### config.mk
export PLATFORM = sky130hd
export DESIGN_NAME = otter_cu_fsm_flat
export DESIGN_NICKNAME = d
export VERILOG_FILES = /design/src/rtl/otter_cu_fsm_if.sv /design/src/rtl/otter_cu_fsm.sv /design/src/flat_wrapper.sv
export SDC_FILE = /design/constraint.sdc
export NUM_CORES = 1
export LEC_CHECK = 0
export BUFFER_PORTS_ARGS = -buffer_cell sky130_fd_sc_hd__clkbuf_2
export CAP_MARGIN = 20
export CORE_MARGIN = 4
export CORE_UTILIZATION = 52
export DETAILED_ROUTE_END_ITERATION = 10
export GPL_TIMING_DRIVEN = 0
export PLACE_DENSITY = 0.83
export SKIP_LAST_GASP = 1
export SLEW_MARGIN = 20
export SYNTH_ARGS = -nofsm -noshare
export SYNTH_HDL_FRONTEND = slang
export SYNTH_SLANG_ARGS = --single-unit
### constraint.sdc
create_clock -name CLK -period 3.2 [get_ports CLK]
set_clock_uncertainty 0.1 [all_clocks]
set_input_delay 0.48 -clock CLK [delete_from_list [all_inputs] [get_ports CLK]]
set_output_delay 0.48 -clock CLK [all_outputs]
set_load 0.005 [all_outputs]
### src/rtl/otter_cu_fsm_if.sv
// Control/status bundle between the OTTER datapath and its multi-cycle sequencer.
interface otter_cu_fsm_if;
    logic       INTR;
    logic       MIE;
    logic [6:0] opcode;
    logic [2:0] func3;
    logic       mem_ack;

    logic       pc_rst;
    logic       PCWrite;
    logic       regWrite;
    logic       memRDEN1;
    logic       memRDEN2;
    logic       memWE2;
    logic       csr_WE;
    logic       int_taken;
    logic       mret_exec;
    logic [2:0] imm_sel;
    logic       mem_fault;
    logic       illegal;
    logic [2:0] state;

    // Sequencer side: consumes decode/status, drives the enables.
    modport master (
        input  INTR, MIE, opcode, func3, mem_ack,
        output pc_rst, PCWrite, regWrite, memRDEN1, memRDEN2, memWE2,
               csr_WE, int_taken, mret_exec, imm_sel, mem_fault, illegal, state
    );

    // Datapath side: supplies decode/status, receives the enables.
    modport slave (
        output INTR, MIE, opcode, func3, mem_ack,
        input  pc_rst, PCWrite, regWrite, memRDEN1, memRDEN2, memWE2,
               csr_WE, int_taken, mret_exec, imm_sel, mem_fault, illegal, state
    );
endinterface

### src/rtl/otter_cu_fsm.sv
// OTTER RV32I multi-cycle control sequencer: fetch, execute, bounded data-memory
// wait, writeback and interrupt entry. Outputs decode combinationally from state
// so that reset drops every enable immediately.
module otter_cu_fsm #(
    parameter int unsigned MEM_TIMEOUT = 16
) (
    input  logic              CLK,
    input  logic              RST,
    otter_cu_fsm_if.master    bus
);
    localparam logic [6:0] OP_OP     = 7'b0110011;
    localparam logic [6:0] OP_IMM    = 7'b0010011;
    localparam logic [6:0] OP_LUI    = 7'b0110111;
    localparam logic [6:0] OP_AUIPC  = 7'b0010111;
    localparam logic [6:0] OP_JAL    = 7'b1101111;
    localparam logic [6:0] OP_JALR   = 7'b1100111;
    localparam logic [6:0] OP_BRANCH = 7'b1100011;
    localparam logic [6:0] OP_SYSTEM = 7'b1110011;
    localparam logic [6:0] OP_LOAD   = 7'b0000011;
    localparam logic [6:0] OP_STORE  = 7'b0100011;

    localparam logic [2:0] F3_MRET   = 3'b000;
    localparam logic [2:0] F3_CSRRW  = 3'b001;

    // Last MEM cycle index before the access is abandoned.
    localparam logic [7:0] TIMEOUT_LAST = 8'(MEM_TIMEOUT - 1);

    typedef enum logic [2:0] {
        ST_INIT  = 3'd0,
        ST_FETCH = 3'd1,
        ST_EXEC  = 3'd2,
        ST_MEM   = 3'd3,
        ST_WB    = 3'd4,
        ST_INTR  = 3'd5
    } state_t;

    state_t     cur;
    state_t     nxt;
    logic [7:0] wait_cnt;
    logic       store_flg;
    logic       done;
    logic [2:0] imm_dec;

    // Immediate format implied by the opcode.
    always_comb begin
        imm_dec = 3'd0;
        case (bus.opcode)
            OP_STORE:         imm_dec = 3'd1;
            OP_BRANCH:        imm_dec = 3'd2;
            OP_LUI, OP_AUIPC: imm_dec = 3'd3;
            OP_JAL:           imm_dec = 3'd4;
            default:          imm_dec = 3'd0;
        endcase
    end

    // Next-state and control-enable decode; 'done' marks an instruction-completion cycle.
    always_comb begin
        nxt           = cur;
        done          = 1'b0;
        bus.pc_rst    = 1'b0;
        bus.PCWrite   = 1'b0;
        bus.regWrite  = 1'b0;
        bus.memRDEN1  = 1'b0;
        bus.memRDEN2  = 1'b0;
        bus.memWE2    = 1'b0;
        bus.csr_WE    = 1'b0;
        bus.int_taken = 1'b0;
        bus.mret_exec = 1'b0;
        bus.imm_sel   = 3'd0;
        bus.mem_fault = 1'b0;
        bus.illegal   = 1'b0;

        case (cur)
            ST_INIT: begin
                bus.pc_rst = 1'b1;
                nxt        = ST_FETCH;
            end
            ST_FETCH: begin
                bus.memRDEN1 = 1'b1;
                nxt          = ST_EXEC;
            end
            ST_EXEC: begin
                bus.imm_sel = imm_dec;
                case (bus.opcode)
                    OP_OP, OP_IMM, OP_LUI, OP_AUIPC, OP_JAL, OP_JALR: begin
                        bus.regWrite = 1'b1;
                        bus.PCWrite  = 1'b1;
                        done         = 1'b1;
                    end
                    OP_BRANCH: begin
                        bus.PCWrite = 1'b1;
                        done        = 1'b1;
                    end
                    OP_SYSTEM: begin
                        bus.PCWrite = 1'b1;
                        done        = 1'b1;
                        if (bus.func3 == F3_CSRRW) begin
                            bus.csr_WE   = 1'b1;
                            bus.regWrite = 1'b1;
                        end else if (bus.func3 == F3_MRET) begin
                            bus.mret_exec = 1'b1;
                        end
                    end
                    OP_LOAD: begin
                        bus.memRDEN2 = 1'b1;
                        nxt          = ST_MEM;
                    end
                    OP_STORE: begin
                        bus.memWE2 = 1'b1;
                        nxt        = ST_MEM;
                    end
                    default: begin
                        bus.illegal = 1'b1;
                        bus.PCWrite = 1'b1;
                        done        = 1'b1;
                    end
                endcase
            end
            ST_MEM: begin
                bus.imm_sel  = imm_dec;
                bus.memWE2   = store_flg;
                bus.memRDEN2 = ~store_flg;
                if (bus.mem_ack) begin
                    if (store_flg) begin
                        bus.PCWrite = 1'b1;
                        done        = 1'b1;
                    end else begin
                        nxt = ST_WB;
                    end
                end else if (wait_cnt == TIMEOUT_LAST) begin
                    bus.mem_fault = 1'b1;
                    bus.PCWrite   = 1'b1;
                    done          = 1'b1;
                end
            end
            ST_WB: begin
                bus.imm_sel  = imm_dec;
                bus.regWrite = 1'b1;
                bus.PCWrite  = 1'b1;
                done         = 1'b1;
            end
            ST_INTR: begin
                bus.int_taken = 1'b1;
                bus.PCWrite   = 1'b1;
                nxt           = ST_FETCH;
            end
            default: nxt = ST_INIT;
        endcase

        if (done) begin
            nxt = (bus.INTR && bus.MIE) ? ST_INTR : ST_FETCH;
        end

        bus.state = cur;
    end

    // State, MEM wait counter and load/store flag; counter restarts on every MEM entry.
    always_ff @(posedge CLK or posedge RST) begin
        if (RST) begin
            cur       <= ST_INIT;
            wait_cnt  <= 8'd0;
            store_flg <= 1'b0;
        end else begin
            cur <= nxt;
            if (cur == ST_EXEC && nxt == ST_MEM) begin
                wait_cnt  <= 8'd0;
                store_flg <= (bus.opcode == OP_STORE);
            end else if (cur == ST_MEM && !bus.mem_ack) begin
                wait_cnt <= wait_cnt + 8'd1;
            end
        end
    end
endmodule

### src/flat_wrapper.sv
// flat-port wrapper written by rule: the top's interface ports become plain ports
module otter_cu_fsm_flat 
#(
    parameter int unsigned MEM_TIMEOUT = 16
)
  (CLK, RST, bus_INTR, bus_MIE, bus_opcode, bus_func3, bus_mem_ack, bus_pc_rst, bus_PCWrite, bus_regWrite, bus_memRDEN1, bus_memRDEN2, bus_memWE2, bus_csr_WE, bus_int_taken, bus_mret_exec, bus_imm_sel, bus_mem_fault, bus_illegal, bus_state);
  otter_cu_fsm_if bus_i ();
  input  logic CLK;
  input  logic RST;
  input wire logic [$bits(bus_i.INTR)-1:0] bus_INTR;
  input wire logic [$bits(bus_i.MIE)-1:0] bus_MIE;
  input wire logic [$bits(bus_i.opcode)-1:0] bus_opcode;
  input wire logic [$bits(bus_i.func3)-1:0] bus_func3;
  input wire logic [$bits(bus_i.mem_ack)-1:0] bus_mem_ack;
  output wire logic [$bits(bus_i.pc_rst)-1:0] bus_pc_rst;
  output wire logic [$bits(bus_i.PCWrite)-1:0] bus_PCWrite;
  output wire logic [$bits(bus_i.regWrite)-1:0] bus_regWrite;
  output wire logic [$bits(bus_i.memRDEN1)-1:0] bus_memRDEN1;
  output wire logic [$bits(bus_i.memRDEN2)-1:0] bus_memRDEN2;
  output wire logic [$bits(bus_i.memWE2)-1:0] bus_memWE2;
  output wire logic [$bits(bus_i.csr_WE)-1:0] bus_csr_WE;
  output wire logic [$bits(bus_i.int_taken)-1:0] bus_int_taken;
  output wire logic [$bits(bus_i.mret_exec)-1:0] bus_mret_exec;
  output wire logic [$bits(bus_i.imm_sel)-1:0] bus_imm_sel;
  output wire logic [$bits(bus_i.mem_fault)-1:0] bus_mem_fault;
  output wire logic [$bits(bus_i.illegal)-1:0] bus_illegal;
  output wire logic [$bits(bus_i.state)-1:0] bus_state;
  assign bus_i.INTR = bus_INTR;
  assign bus_i.MIE = bus_MIE;
  assign bus_i.opcode = bus_opcode;
  assign bus_i.func3 = bus_func3;
  assign bus_i.mem_ack = bus_mem_ack;
  assign bus_pc_rst = bus_i.pc_rst;
  assign bus_PCWrite = bus_i.PCWrite;
  assign bus_regWrite = bus_i.regWrite;
  assign bus_memRDEN1 = bus_i.memRDEN1;
  assign bus_memRDEN2 = bus_i.memRDEN2;
  assign bus_memWE2 = bus_i.memWE2;
  assign bus_csr_WE = bus_i.csr_WE;
  assign bus_int_taken = bus_i.int_taken;
  assign bus_mret_exec = bus_i.mret_exec;
  assign bus_imm_sel = bus_i.imm_sel;
  assign bus_mem_fault = bus_i.mem_fault;
  assign bus_illegal = bus_i.illegal;
  assign bus_state = bus_i.state;
  otter_cu_fsm #(.MEM_TIMEOUT(MEM_TIMEOUT)) u_core (.CLK(CLK), .RST(RST), .bus(bus_i));
endmodule
# Yosys cells after proc, flatten, opt, wreduce, memory -nomap -nowiden
# Cells that the tools add are included.
op_classes:
  addsub: 1
  muxes: 36
  n_bitwise: 1
  eq_ne: 18
  reduce_logical: 14
ops:
  columns: ["operator", "count"]
  rows:
  - ["$eq 7x7->1 const B", 4]
  - ["$eq 7x6->1 const B", 3]
  - ["$mux 1", 20]
  - ["$mux 3", 6]
  - ["$mux 8", 2]
  - ["$pmux 3 s5", 1]
  - ["$eq 7x5->1 const B", 2]
  - ["$pmux 3 s4", 1]
  - ["$reduce_or 10->1", 1]
  - ["$eq 3x2->1 const B", 3]
  - ["$add 8x1->8 const B", 1]
  - ["$eq 8x4->1 const B", 1]
  - ["$pmux 1 s2", 4]
  - ["$reduce_or 2->1", 4]
  - ["$eq 7x2->1 const B", 1]
  - ["$eq 3x1->1 const B", 2]
  - ["$eq 3x3->1 const B", 2]
  - ["$logic_not 3->1", 2]
  - ["$pmux 1 s3", 2]
  - ["$reduce_or 6->1", 1]
  - ["$logic_and 1x1->1", 3]
  - ["$reduce_or 3->1", 1]
  - ["$reduce_bool 2->1", 1]
  - ["$logic_not 1->1", 1]
  - ["$not 1->1", 1]
word_totals:
  word_cells: 73
  reg_bits: 12
  output_inout_bits: 17
  in_bits: 15

# Logic depth before layout (Yosys ltp)
depth:
  ltp_word: 8
  ltp_mapped: 5
  ltp_nobuf: 5

# Least setup slack after synthesis
# OpenSTA, ideal clock, no wires.
synth_timing:
  path_kind: "in2out"
  start: "in bus_opcode[3]"
  end: "out bus_PCWrite"
  cell_stages: 5
  path_buffers: 1
  t_required_ns: 2.620
  arrival_ns: 1.551
  setup_slack_ns: 1.069
  path_cell_list: "nand3b_4 -> or4_4 -> buf_6 -> a211oi_4 -> o21ai_1"
synth_between:
  elab_chain_cells: 4
  elab_cells_between_ends: 5
  classes_between: "eq/ne: 2; mux: 2; reduce/logical: 1"
synth_lines:
  columns: ["item", "line", "text"]
  rows:
  - ["start, declared", "flat_wrapper.sv:12", "input wire logic [$bits(bus_i.opcode)-1:0] bus_opcode;"]
  - ["$eq 7x2->1 / $eq 7x6->1 (equally long branches)", "otter_cu_fsm.sv:84", "case (bus.opcode)"]
  - ["$reduce_or 2->1 (no source line) *", null, null]
  - ["$mux 1 *", "otter_cu_fsm.sv:84", null]
  - ["$pmux 1 s3 *", "otter_cu_fsm.sv:73", "case (cur)"]
  - ["end, declared", "flat_wrapper.sv:16", "output wire logic [$bits(bus_i.PCWrite)-1:0] bus_PCWrite;"]
# Every way passes the cells marked *; elsewhere a longest branch is shown, timed or not.

# Worst setup path in the final report
layout_timing:
  start: "reg u_core.cur[2] (netlist: u_core.bus.state[2])"
  end: "out bus_regWrite"
layout_between:
  elab_chain_cells: 2
  elab_cells_between_ends: 3
  classes_between: "eq/ne: 2; mux: 1"
layout_lines:
  columns: ["item", "line", "text"]
  rows:
  - ["start, declared", "otter_cu_fsm.sv:37", "state_t cur;"]
  - ["start signal, assigned", "otter_cu_fsm.sv:164", "cur <= nxt;"]
  - ["$eq 3x3->1 / $eq 3x2->1 (equally long branches)", "otter_cu_fsm.sv:73", null]
  - ["$pmux 1 s2 *", "otter_cu_fsm.sv:73", null]
  - ["end, declared", "flat_wrapper.sv:17", "output wire logic [$bits(bus_i.regWrite)-1:0] bus_regWrite;"]
# Marked as above.

==> reports/metrics.cfg <==
[layout]
antenna_cells=0
final_nets=157
final_layout_size_suffix_gt1_frac=0.3357
final_cell_area_mm2=0.001125
area_growth_pct=23.15

[critical_path]
path_max_fanout=10
r2r_slack_ns=1.45
cp-start-kind=flip-flop
r2r-end=u_core.store_flg$_DFFE_PP0P_
path_class=flip-flop to primary output
arrival_ns=2.03
reg2regPathDepth=4
critPathRequiredTime_ns=2.62
critPathCaptureType=primary output
worstReg2RegStart=u_core.bus.state[2]$_DFF_PP0_

[synthesis]
synth_common_cells=nor2_1 (14), nand2_1 (13), dfrtp_1 (12)
avgSynthCellArea_um2=8.699
synth-compound-area-share=0.1397
syn_inst=105
synth.area.mux_share=0.01233
ys_seq_elements=12
syn_nets=121
yosys_warnings=0
yosysMostFrequentCell=nor2_1
ys_seq_area_frac=0.3288
synth_cell_types=41
synth.cell_area_um2=913.4
synth_edf_count=0
yosys-top-cells-area=dfrtp_1 (33%), nor2_1 (5.8%), nand2_1 (5.3%), xnor2_1 (4.8%), nand3_1 (3.3%)
synth_largest_area_cell=dfrtp_1
synth_flop_cell=dfrtp_1
synth-xor-area-share=0.06712
synthAdderAreaFrac=0.01370
synth-simple-area-share=0.3986
synth_top_area_frac=0.3288
async_flop_share=1.000
synth_top_family_by_area=simple AND/OR/NAND/NOR gates

[timing]
worstMarginPinSlew_ns=0.4438
hold_viol_final=0
post-route-period-util=0.8144
relSlewSlack=0.7038
finalSetupViolCount=0
rsz0062_at_grt=false
slew_violations=0
fin_hold_ws_ns=0.06731
fin_ws_ns=0.5938
min_period_ns=2.606
finalSetupTns_ns=0
max_freq_mhz=383.7

[floorplanning]
coreArea_mm2=0.001577
std_cell_rows=14
die_area_mm2=0.002491
chipHeight_um=49.91
die_w_um=49.91
start_util=0.5794
ioPinCount=32

[detailed_routing]
firstDrtPassIters=4
vias_per_cell=5.974
final_antenna_net_count=0
vias=932
drt-initial-drc-count=30
wl_per_cell_um=14.54
drt-total-wl_um=2269
drc=0

[cts]
cts.sinks=12
path_clk_slew_ns=0.08
clkLatencyLatePin_ns=0.28
cts_resized=0
cts_inserted_buffers=3
clockBufferDepth=2
postCtsHoldBufs=0
clockRootBuffer=clkbuf_4
htreeDepth=1
cts_tree=yes
post_cts_buffers=0

[placed_design]
placed_cell_area_mm2=0.001089
dp_slack_ns=0.7255
dpl.hpwl_um=1782
portBuffers=31
routabilityCongestion=0.8222

[global_route]
grt_first_pass_wirelength_um=3636
grt_pass1_vias=789
grt_max_degree=13
grtUsageTotal=0.1877
antenna_found_initial=0
grt-ovfl-total=0

[power_and_ir_drop]
leakage_nw=0.5578
vdd_ir_drop_max_uv=394.9
p_total_uw=750.7
p_per_area_mw_per_mm2=667.4

[hold_path]
hold_class=primary input to asynchronous set/reset pin

[job]
cap_violations=0

[status]
status=completed

-- placed cells by master, fill, tap and decap left out, types with 2 or more instances in the layout --
cell type,count
a21oi_1,2
buf_2,2
clkbuf_2,31
clkbuf_4,3
dfrtp_1,12
inv_1,3
nand2_1,13
nand2b_1,3
nand3_1,6
nand3b_1,3
nor2_1,14
nor2b_1,2
nor3_1,6
nor4_1,2
o21ai_0,2
o21ai_1,2
or3b_2,2
xnor2_1,5
xor2_1,2
-- flip-flops by register name, summed over array words and instances (netlist names) --
signal	flops
u_core.wait_cnt	8
u_core.store_flg	1
u_core.bus.state	3
-- logic make-up after synthesis --
group,after synthesis
muxes,1
DFF,12
adders and majority gates,1
xor gates and xnor gates,7
buffers and inverters,7
and+or+nand+nor,61
AOI/OAI and AO/OA,16
-- routing by layer --
layer  GRT usage  wire [µm]  vias to the layer above
met5           0          0                        -
met4     0.06452         28                        0
met3     0.05422        150                        5
met2      0.2841       1095                       43
met1      0.2533        995                      433
li1            -          -                      451
-- worst max-delay path by stage --
stage	from	end	depth (start not counted)
finish	u_core.bus.state[2]$_DFF_PP0_	bus_regWrite	6
global route	u_core.bus.state[1]$_DFF_PP0_	bus_imm_sel[0]	6
CTS	u_core.bus.state[2]$_DFF_PP0_	bus_regWrite	6
detailed placement	bus_opcode[3]	bus_PCWrite	7
global placement	bus_opcode[3]	bus_PCWrite	7
floorplan	bus_opcode[3]	bus_PCWrite	5
-- worst max-delay path, stage by stage, from the launching register on --
cell and delay [ns]:
dfrtp_1 0.38, buf_2 0.17, or3b_4 0.44, nor4_1 0.38, nand2_1 0.12, o221ai_1 0.09
clkbuf_2 0.16
-- area by class of cell --
| class | count | area [µm²] |
|---|---|---|
| multi-input cells | 86 | 576.8 |
| fillers | 138 | 451.7 |
| flip-flops and latches | 12 | 300.3 |
| repair buffers | 31 | 155.1 |
| clock buffers | 4 | 36.28 |
| plain buffers | 4 | 25.02 |
| well taps | 16 | 20.02 |
| inverters | 3 | 11.26 |
-- power by group --
part | switching, mW | internal [mW] | leakage, nW | total [mW]
Clock | 0.0518 | 0.0693 | 0.0210 | 0.121
Combinational | 0.214 | 0.174 | 0.379 | 0.388
Sequential | 0.0480 | 0.193 | 0.158 | 0.241
-- through the flow --
step,util,instances
floorplan,-,105
global placement,0.6905,152
detailed placement,0.6905,152
CTS,0.7135,156
global route,0.7135,156
finish,0.7135,156
Power figures use the tool's default switching activity.
